$ cat config.mk
export PLATFORM = sky130hd
export DESIGN_NAME = cheat_entry_controller
export DESIGN_NICKNAME = d
export VERILOG_FILES = /design/src/rtl/cheat_entry_controller.sv
export SDC_FILE = /design/constraint.sdc
export NUM_CORES = 1
export LEC_CHECK = 0
export ABC_AREA = 0
export BUFFER_PORTS_ARGS = -buffer_cell sky130_fd_sc_hd__buf_2
export CAP_MARGIN = 15
export CORE_MARGIN = 3
export CORE_UTILIZATION = 60
export CTS_BUF_LIST = sky130_fd_sc_hd__clkbuf_8
export CTS_CLUSTER_SIZE = 8
export DETAILED_ROUTE_END_ITERATION = 8
export PLACE_DENSITY_LB_ADDON = 0.05
export SETUP_SLACK_MARGIN = 0.05
export SLEW_MARGIN = 5
export SYNTH_ARGS = -nofsm -noshare
export SYNTH_HDL_FRONTEND = slang
export SYNTH_SLANG_ARGS = --single-unit
$ cat constraint.sdc
create_clock -name CLOCK_50 -period 2.9 [get_ports CLOCK_50]
set_input_delay 0.58 -clock CLOCK_50 [delete_from_list [all_inputs] [get_ports CLOCK_50]]
set_output_delay 0.58 -clock CLOCK_50 [all_outputs]
set_load 0.02 [all_outputs]
$ cat src/rtl/cheat_entry_controller.sv
`default_nettype none
// ============================================================================
// Module      : cheat_entry_controller
// Description : Sequences the cheat-code entry screen ahead of the game
//               session. Debounces the console address bus and decodes the
//               UI hotspot fetches into digit edits and cursor moves. It holds
//               the packed cheat digit string and detects the start-game
//               handshake (START fetch followed by the reset-vector fetch).
//               On that handshake it hands the bus over to game mode, where
//               the address is passed through with a single register stage.
//
// Ports       : CLOCK_50      in   system clock (rising edge)
//               RESET_N       in   asynchronous active-low reset
//               CONSOLE_ADDR  in   raw console address bus (asynchronous)
//               STABLE_ADDR   out  accepted address (cheat ROM / data mux)
//               ADDR_STROBE   out  1-cycle pulse when STABLE_ADDR changes
//               SHOW_CHEAT_UI out  1 = entry screen, 0 = game mode
//               CHEAT_DIGITS  out  packed digit codes, digit i at [8i+7:8i]
//               CURSOR        out  index of the digit being edited
//               CHEATS_VALID  out  1-cycle pulse on entry to game mode
//
// Revision    : 1.0 - initial release
// ============================================================================
module cheat_entry_controller #(
    parameter int          NUM_DIGITS      = 15,
    parameter int          DEBOUNCE_CYCLES = 2,          // legal range 1..7
    parameter logic [12:0] INC_ADDR        = 13'h1150,
    parameter logic [12:0] DEC_ADDR        = 13'h1162,
    parameter logic [12:0] LEFT_ADDR       = 13'h1177,
    parameter logic [12:0] RIGHT_ADDR      = 13'h1190,
    parameter logic [12:0] START_ADDR      = 13'h104C,
    parameter logic [12:0] VECTOR_ADDR     = 13'h1FFC
) (
    input  logic                          CLOCK_50,
    input  logic                          RESET_N,
    input  logic [12:0]                   CONSOLE_ADDR,
    output logic [12:0]                   STABLE_ADDR,
    output logic                          ADDR_STROBE,
    output logic                          SHOW_CHEAT_UI,
    output logic [8*NUM_DIGITS-1:0]       CHEAT_DIGITS,
    output logic [$clog2(NUM_DIGITS)-1:0] CURSOR,
    output logic                          CHEATS_VALID
);

    localparam int               CUR_W      = $clog2(NUM_DIGITS);
    localparam int               CNT_W      = 3;
    localparam logic [CNT_W-1:0] CNT_TARGET = CNT_W'(DEBOUNCE_CYCLES);
    localparam logic [CUR_W-1:0] CUR_LAST   = CUR_W'(NUM_DIGITS - 1);
    localparam logic [7:0]       DIGIT_DASH = 8'h02;   // first valid code
    localparam logic [7:0]       DIGIT_LAST = 8'h22;   // 'F', last valid code
    localparam logic [7:0]       DIGIT_STEP = 8'h02;

    typedef enum logic [1:0] {
        UI_IDLE  = 2'd0,
        UI_ARMED = 2'd1,
        GAME     = 2'd2
    } state_t;

    state_t             state_q,  state_d;
    logic [12:0]        shadow_q, shadow_d;
    logic [CNT_W-1:0]   cnt_q,    cnt_d;
    logic [12:0]        stable_q, stable_d;
    logic               strobe_q, strobe_d;
    logic               valid_q,  valid_d;
    logic [CUR_W-1:0]   cursor_q, cursor_d;
    logic [7:0]         digit_q [NUM_DIGITS];
    logic [7:0]         digit_d [NUM_DIGITS];

    // Hotspot edits only act on a freshly accepted address while the entry
    // screen is up; in game mode every bus change strobes and must be ignored.
    logic ui_strobe;
    assign ui_strobe = strobe_q && (state_q != GAME);

    // ------------------------------------------------------------------------
    // Address acceptance. In the UI states the shadow register is the sampler:
    // a new value reloads it and clears the run counter, an unchanged value
    // advances the counter. The acceptance decision is taken from the
    // registered counter, so once the run length has been reached the value
    // is committed even if the bus moves on in that same cycle.
    // ------------------------------------------------------------------------
    always_comb begin : p_debounce
        shadow_d = shadow_q;
        cnt_d    = cnt_q;
        stable_d = stable_q;
        strobe_d = 1'b0;

        if (state_q == GAME) begin
            stable_d = CONSOLE_ADDR;
            strobe_d = (CONSOLE_ADDR != stable_q);
        end else begin
            if (CONSOLE_ADDR != shadow_q) begin
                shadow_d = CONSOLE_ADDR;
                cnt_d    = '0;
            end else if (cnt_q != CNT_TARGET) begin
                cnt_d = cnt_q + 1'b1;
            end

            // Comparing against the current stable value gives exactly one
            // strobe per held address, however long it stays on the bus.
            if ((cnt_q == CNT_TARGET) && (shadow_q != stable_q)) begin
                stable_d = shadow_q;
                strobe_d = 1'b1;
            end
        end
    end

    // ------------------------------------------------------------------------
    // Start handshake: START arms, the reset-vector fetch straight after it
    // enters game mode, anything else disarms.
    // ------------------------------------------------------------------------
    always_comb begin : p_fsm
        state_d = state_q;
        valid_d = 1'b0;

        if (strobe_q) begin
            case (state_q)
                UI_IDLE: begin
                    if (stable_q == START_ADDR) begin
                        state_d = UI_ARMED;
                    end
                end
                UI_ARMED: begin
                    if (stable_q == VECTOR_ADDR) begin
                        state_d = GAME;
                        valid_d = 1'b1;
                    end else if (stable_q == START_ADDR) begin
                        state_d = UI_ARMED;
                    end else begin
                        state_d = UI_IDLE;
                    end
                end
                GAME: begin
                    state_d = GAME;
                end
                default: begin
                    state_d = UI_IDLE;
                end
            endcase
        end
    end

    // ------------------------------------------------------------------------
    // Hotspot decode: cursor moves wrap around the digit string, digit edits
    // wrap within dash..F. Codes outside the valid set just step by 2.
    // ------------------------------------------------------------------------
    always_comb begin : p_edit
        cursor_d = cursor_q;
        for (int i = 0; i < NUM_DIGITS; i++) begin
            digit_d[i] = digit_q[i];
        end

        if (ui_strobe) begin
            if (stable_q == LEFT_ADDR) begin
                cursor_d = (cursor_q == '0) ? CUR_LAST : cursor_q - 1'b1;
            end else if (stable_q == RIGHT_ADDR) begin
                cursor_d = (cursor_q == CUR_LAST) ? '0 : cursor_q + 1'b1;
            end else if (stable_q == INC_ADDR) begin
                for (int i = 0; i < NUM_DIGITS; i++) begin
                    if (cursor_q == CUR_W'(i)) begin
                        digit_d[i] = (digit_q[i] == DIGIT_LAST) ? DIGIT_DASH
                                                                : digit_q[i] + DIGIT_STEP;
                    end
                end
            end else if (stable_q == DEC_ADDR) begin
                for (int i = 0; i < NUM_DIGITS; i++) begin
                    if (cursor_q == CUR_W'(i)) begin
                        digit_d[i] = (digit_q[i] == DIGIT_DASH) ? DIGIT_LAST
                                                                : digit_q[i] - DIGIT_STEP;
                    end
                end
            end
        end
    end

    // ------------------------------------------------------------------------
    // State registers
    // ------------------------------------------------------------------------
    always_ff @(posedge CLOCK_50 or negedge RESET_N) begin
        if (!RESET_N) begin
            state_q  <= UI_IDLE;
            shadow_q <= '0;
            cnt_q    <= '0;
            stable_q <= '0;
            strobe_q <= 1'b0;
            valid_q  <= 1'b0;
            cursor_q <= '0;
            for (int i = 0; i < NUM_DIGITS; i++) begin
                digit_q[i] <= DIGIT_DASH;
            end
        end else begin
            state_q  <= state_d;
            shadow_q <= shadow_d;
            cnt_q    <= cnt_d;
            stable_q <= stable_d;
            strobe_q <= strobe_d;
            valid_q  <= valid_d;
            cursor_q <= cursor_d;
            for (int i = 0; i < NUM_DIGITS; i++) begin
                digit_q[i] <= digit_d[i];
            end
        end
    end

    // ------------------------------------------------------------------------
    // Outputs
    // ------------------------------------------------------------------------
    assign STABLE_ADDR   = stable_q;
    assign ADDR_STROBE   = strobe_q;
    assign SHOW_CHEAT_UI = (state_q != GAME);
    assign CURSOR        = cursor_q;
    assign CHEATS_VALID  = valid_q;

    for (genvar g = 0; g < NUM_DIGITS; g++) begin : g_pack
        assign CHEAT_DIGITS[8*g +: 8] = digit_q[g];
    end

endmodule

`default_nettype wire

# Word-level counts from Yosys, hierarchy flattened
# Index checks and enable logic that the tools add are counted.
word_totals:
  register_bits: 157
  in_bits: 15
  output_inout_bits: 140
classes:
  n_addsub: 33
  eq_ne: 59
  n_mux: 79
  bitwise_logic: 3
  n_reduce_logical: 27
op_table:
  columns: ["cell", "n"]
  rows:
  - ["8-bit two-way mux", 60]
  - ["120-bit two-way mux", 2]
  - ["8-bit by 2-bit adder with 8-bit output (second input constant)", 15]
  - ["8-bit by 2-bit equality test with 1-bit output (second input constant)", 15]
  - ["8-bit by 6-bit equality test with 1-bit output (second input constant)", 15]
  - ["8-bit by 2-bit subtractor with 8-bit output (second input constant)", 15]
  - ["13-bit equality test (second input constant)", 6]
  - ["5-bit AND reduction", 15]
  - ["13-bit != test", 3]
  - ["4-bit equality test (second input constant)", 7]
  - ["13-bit two-way mux", 2]
  - ["4-bit by 3-bit equality test with 1-bit output (second input constant)", 4]
  - ["4-bit two-way mux", 4]
  - ["4-bit by 2-bit equality test with 1-bit output (second input constant)", 2]
  - ["2-bit AND reduction", 4]
  - ["2-bit nonzero test", 4]
  - ["1-bit two-way mux", 6]
  - ["3-bit two-way mux", 2]
  - ["2-bit case mux with 3 select lines", 1]
  - ["4-bit by 1-bit adder with 4-bit output (second input constant)", 1]
  - ["4-bit by 1-bit equality test with 1-bit output (second input constant)", 1]
  - ["4-bit logical NOT", 1]
  - ["2-bit two-way mux", 2]
  - ["2-bit != test (second input constant)", 2]
  - ["9 further kinds", 12]

# Logic depth before layout (Yosys ltp)
depth:
  word_depth: 5
  mapped_depth: 10
  mapped_depth_nobuf: 7

# Worst setup path before layout
# No wires, ideal clock.
synth_path:
  kind: "register -> register"
  start: "register stable_q[0], in the netlist STABLE_ADDR[0]"
  end: "register digit_q, in the netlist CHEAT_DIGITS[14]"
  setup_ps: 121
  t_arrival_ps: 2483
  required_ps: 2779
  path_slack_ps: 296
  stages_incl_launch_ff: 9
  n_path_buf: 4
  synth_period_minus_slack_ps: 2604
  path_cell_list: "dfrtp_1 > buf_2 > or4_4 > or4_1 > buf_2 > buf_6 > buf_6 > a221o_1 > a22o_1"
synth_between:
  elab_chain_cells: 3
  elab_cells_between_ends: 9
synth_lines:
  columns: ["item", "line_no", "rtl"]
  rows:
  - ["start, declared", "62", "logic [12:0] stable_q, stable_d;"]
  - ["start signal, assigned", "194", "stable_q <= stable_d;"]
  - ["13-bit equality test (on tied branches)", null, null]
  - ["2-bit nonzero test (no line) / 1-bit inverter (equally long branches)", null, null]
  - ["5-bit AND reduction (no line)", null, null]
  - ["end signal, assigned by index", "199", "digit_q[i] <= digit_d[i];"]
  - ["end, declared", "66", "logic [7:0] digit_q [NUM_DIGITS];"]
# Parallel ways exist; a longest one is shown, timed or not.
# A chain may end at the register's enable or synchronous reset.

# Worst setup path in the final report
layout_path:
  start: "register stable_q[1], in the netlist STABLE_ADDR[1]"
  end: "register digit_q, in the netlist CHEAT_DIGITS[23]"
# Same word-level chain as after synthesis.

==> metrics.md <==
| Metric | Value |
|---|---|
| Count of different cell masters after synthesis | 75 |
| Clk_lat worst skew | 0.47 ns |
| Routed WL per cell | 17.3 µm |
| Tmin final | 2.67 ns |
| Total Wirelength | 27900 µm |
| Final Cycle Share | about 90% |
| Most frequent cell after synthesis | dfrtp_1 |
| Final ANT Viol Nets | 0 |
| Initial Utilization | 62.2% |
| Reg clk slew, reported paths | approximately 0.090 ns |
| Total GRT Usage | 27.9% |
| Post-synth ARST share | 100% |
| RePlAce Congestion | 0.905 |
| Final Net Count | roughly 1400 |
| Fraction of layout cells with a size suffix above 1 | a little under a fifth |
| Critical Path End Type | register |
| Critical Path Source | STABLE_ADDR[1] |
| Met1 GRT Util | 39.1% |
| CTS tree | built |
| Number of synthesized register bits | between 100 and 150 |
| Inserted Clock Buffers | 17 |
| GRT met3 Usage | under 10% |
| # IOs | 155 |
| Hold_sp | CONSOLE_ADDR[7] |
| PostCTS Resize Cnt | 0 |
| Root Buffer Master | clkbuf_8 |
| Post-DP Area | 11700 µm² |
| Worst r2r path cells | 6 |
| Port bufs | 139 |
| Sink Count | 142 |
| N_diodes | 0 |
| Fin. max-slew vios | 0 |
| YS warnings | 0 |
| Worst Tran Pin Value | 0.706 ns |
| Critical path class | register to register |
| Synth Flop Type | dfrtp_1 |
| Maxcap violations | 0 |
| R2R Path End | CHEAT_DIGITS[23] |
| Sequential area share after synthesis | 32.6% |
| Most area-hungry cell type in the Yosys netlist | dfrtp_1 |
| CP Max Fanout | between 60 and 70 |
| Hpwl dp | 19800 µm |
| H-tree depth | 4 |
| Grt met2 use | between 40 and 50% |
| Syn_area_per_cell | between 8 and 9 µm² |
| DRC Markers | 0 |
| Total congestion overflow | 0 |
| RSZ-0062 raised after global routing | false |
| PwrDens | 317 nW/µm² |
| Total Die Area | 19900 µm² |
| First-pass GRT wire length | 46900 µm |
| Number of flops mapped to enable cells by yosys | 0 |
| Chip width | 141 µm |
| Post-Syn Area | ~11000 µm² |
| Layout area overhead | 11.3% |
| Worst R2R Setup Slack | 0.23 ns |
| Final Hold Fails | 0 |
| # rows | 48 |
| Worst Path Arrival | 3.02 ns |
| Final Core Density | 69.3% |
| Design area | 12200 µm² |
| Vias in the first global route | roughly 9400 |
| Setup-failing EPs final | 0 |
| FILL cells | 1513 |
| Worst slew margin | between 50% and 60% |
| Clk buf depth | 2 |
| Mapped Cells | 1288 |
| Post-synth top area share | 29.0% |
| Total negative setup slack | 0 ns |
| WP data required | approximately 3.3 ns |
| Die H | approximately 140 µm |
| Maximum VDD drop | 0.000309 V |
| Initial antenna violation count | 0 |
| DR vias | 10511 |
| Largest net degree at the start of global routing | 64 |
| Synth cell count leaders | 127 x dfrtp_1, 88 x a21oi_1, 73 x clkbuf_1 |
| Final Skew | roughly 0.015 ns |
| R2R Path Start | STABLE_ADDR[1] |
| Worst Setup Start Kind | register |
| Grt peak-use layer | met2 |
| Synth top area cells | dfrtp_1 29%, ha_1 4.1%, a21oi_1 4.0%, dfstp_2 3.6%, a22oi_1 3.5% |
| Status | finished, final reports clean |
| Core box area | 17600 µm² |
| Leakage power | between 0.005 and 0.006 µW |
| Hold Crit Class | input port to register |
| F_max | 375 MHz |
| Worst setup path end | CHEAT_DIGITS[23] |
| First drt pass iteration count | 5 |
| 1st-iter DRT viols | 985 |
| Post-DR vias/cell | 6.50 |
## registers in the layout, summed over array words and instances, names as in the netlist
name / count
CHEAT_DIGITS: 105
STABLE_ADDR: 13
shadow_q: 13
CURSOR: 4
cnt_q: 3
state_q: 2
ADDR_STROBE: 1
CHEATS_VALID: 1
## worst min-delay path by stage
stage	slack, ns	cells past startpoint	to
finish	0.42	2	shadow_q[7]
global route	0.41	2	shadow_q[9]
CTS	0.39	2	shadow_q[7]
detailed placement	0.49	1	CHEAT_DIGITS[55]
global placement	0.49	1	CHEAT_DIGITS[55]
floorplan	0.28	0	ADDR_STROBE
## final cells by class
class / count / area (µm²) / area share (%)
sequential: 142 / 3570 / 29.3
clock buffer: 19 / 262 / 2.15
tap: 225 / 282 / 2.31
multi-input combinational: 983 / 6660 / 54.6
timing repair buffer: 175 / 1020 / 8.41
clock inverter: 13 / 163 / 1.33
inverter: 61 / 229 / 1.88
## logic make-up (layout without fill, tap and decap cells)
group                      Yosys count  count (layout)  share of synthesized area, %
DFF                                142             142                          32.6
muxes                               45              45                          4.27
buffers and inverters              177             268                          7.21
AOI/OAI and AO/OA                  380             380                          24.5
adders and majority gates           36              36                          4.11
xor gates and xnor gates            46              46                          3.68
and+or+nand+nor                    461             461                          23.6
other                                1              15                        0.0343
## routing by layer
metal  share of wire, %  vias to the layer above  wire length (µm)
met4                1.7                        0               483
met5                  0                        -                 0
met2                 47                      353             13200
li1                   -                     5045                 -
met3                6.3                       41              1760
met1                 45                     5072             12400
## what timing repair did
item | in CTS | in global routing
endpoints found under the hold margin | 21 | 0
buffers inserted | 0 | 0
hold buffers | 1 | 0
## report_power, final
group / total (µW) / switching [µW] / internal [µW]
combinational: 138 / 93.7 / 44.0
sequential: 2010 / 18.8 / 1990
clock: 1720 / 820 / 899
## stage by stage
stage / instances / hold slack (ns) / worst slack (ns) / total power (µW)
after global routing: 1618 / 0.406 / 0.100 / 4000
after CTS: 1617 / 0.392 / 0.237 / 3900
after global placement: 1584 / 0.490 / 0.308 / 2180
after detailed placement: 1584 / 0.487 / 0.238 / 2190
final: 1618 / 0.418 / 0.235 / 3860
after floorplan: 1302 / 0.284 / 0.296 / 2120
## worst max-delay path: stages (launching register included)
cell and delay (ns):
dfrtp_1 0.52, or4_4 0.62, or4_4 0.47, buf_12 0.23, a21oi_2 0.28, a32oi_1 0.10
o311ai_0 0.32
## cell usage in the layout, fill, tap and decap left out, types with 10 or more instances in the layout
| cell | n |
|---|---|
| buf_2 | 138 |
| dfrtp_1 | 127 |
| a21oi_1 | 88 |
| nor2_1 | 71 |
| nand3_1 | 63 |
| inv_1 | 61 |
| nand2_1 | 57 |
| a22oi_1 | 51 |
| nor3_1 | 42 |
| nor3b_1 | 37 |
| ha_1 | 36 |
| nor4_1 | 35 |
| o31ai_1 | 34 |
| o21ai_0 | 32 |
| mux2i_1 | 31 |
| buf_4 | 31 |
| a31oi_1 | 28 |
| a211oi_1 | 25 |
| nand4_1 | 24 |
| xor2_1 | 24 |
| and3_1 | 23 |
| o211ai_1 | 23 |
| xnor2_1 | 22 |
| or3_1 | 22 |
| or4_1 | 20 |
| nor2b_1 | 19 |
| clkbuf_8 | 19 |
| dfstp_2 | 15 |
| conb_1 | 15 |
| mux2_2 | 14 |
| nand2b_1 | 11 |
| o311ai_1 | 10 |
| a221oi_1 | 10 |
No activity file was read; power rests on OpenSTA's default activity.
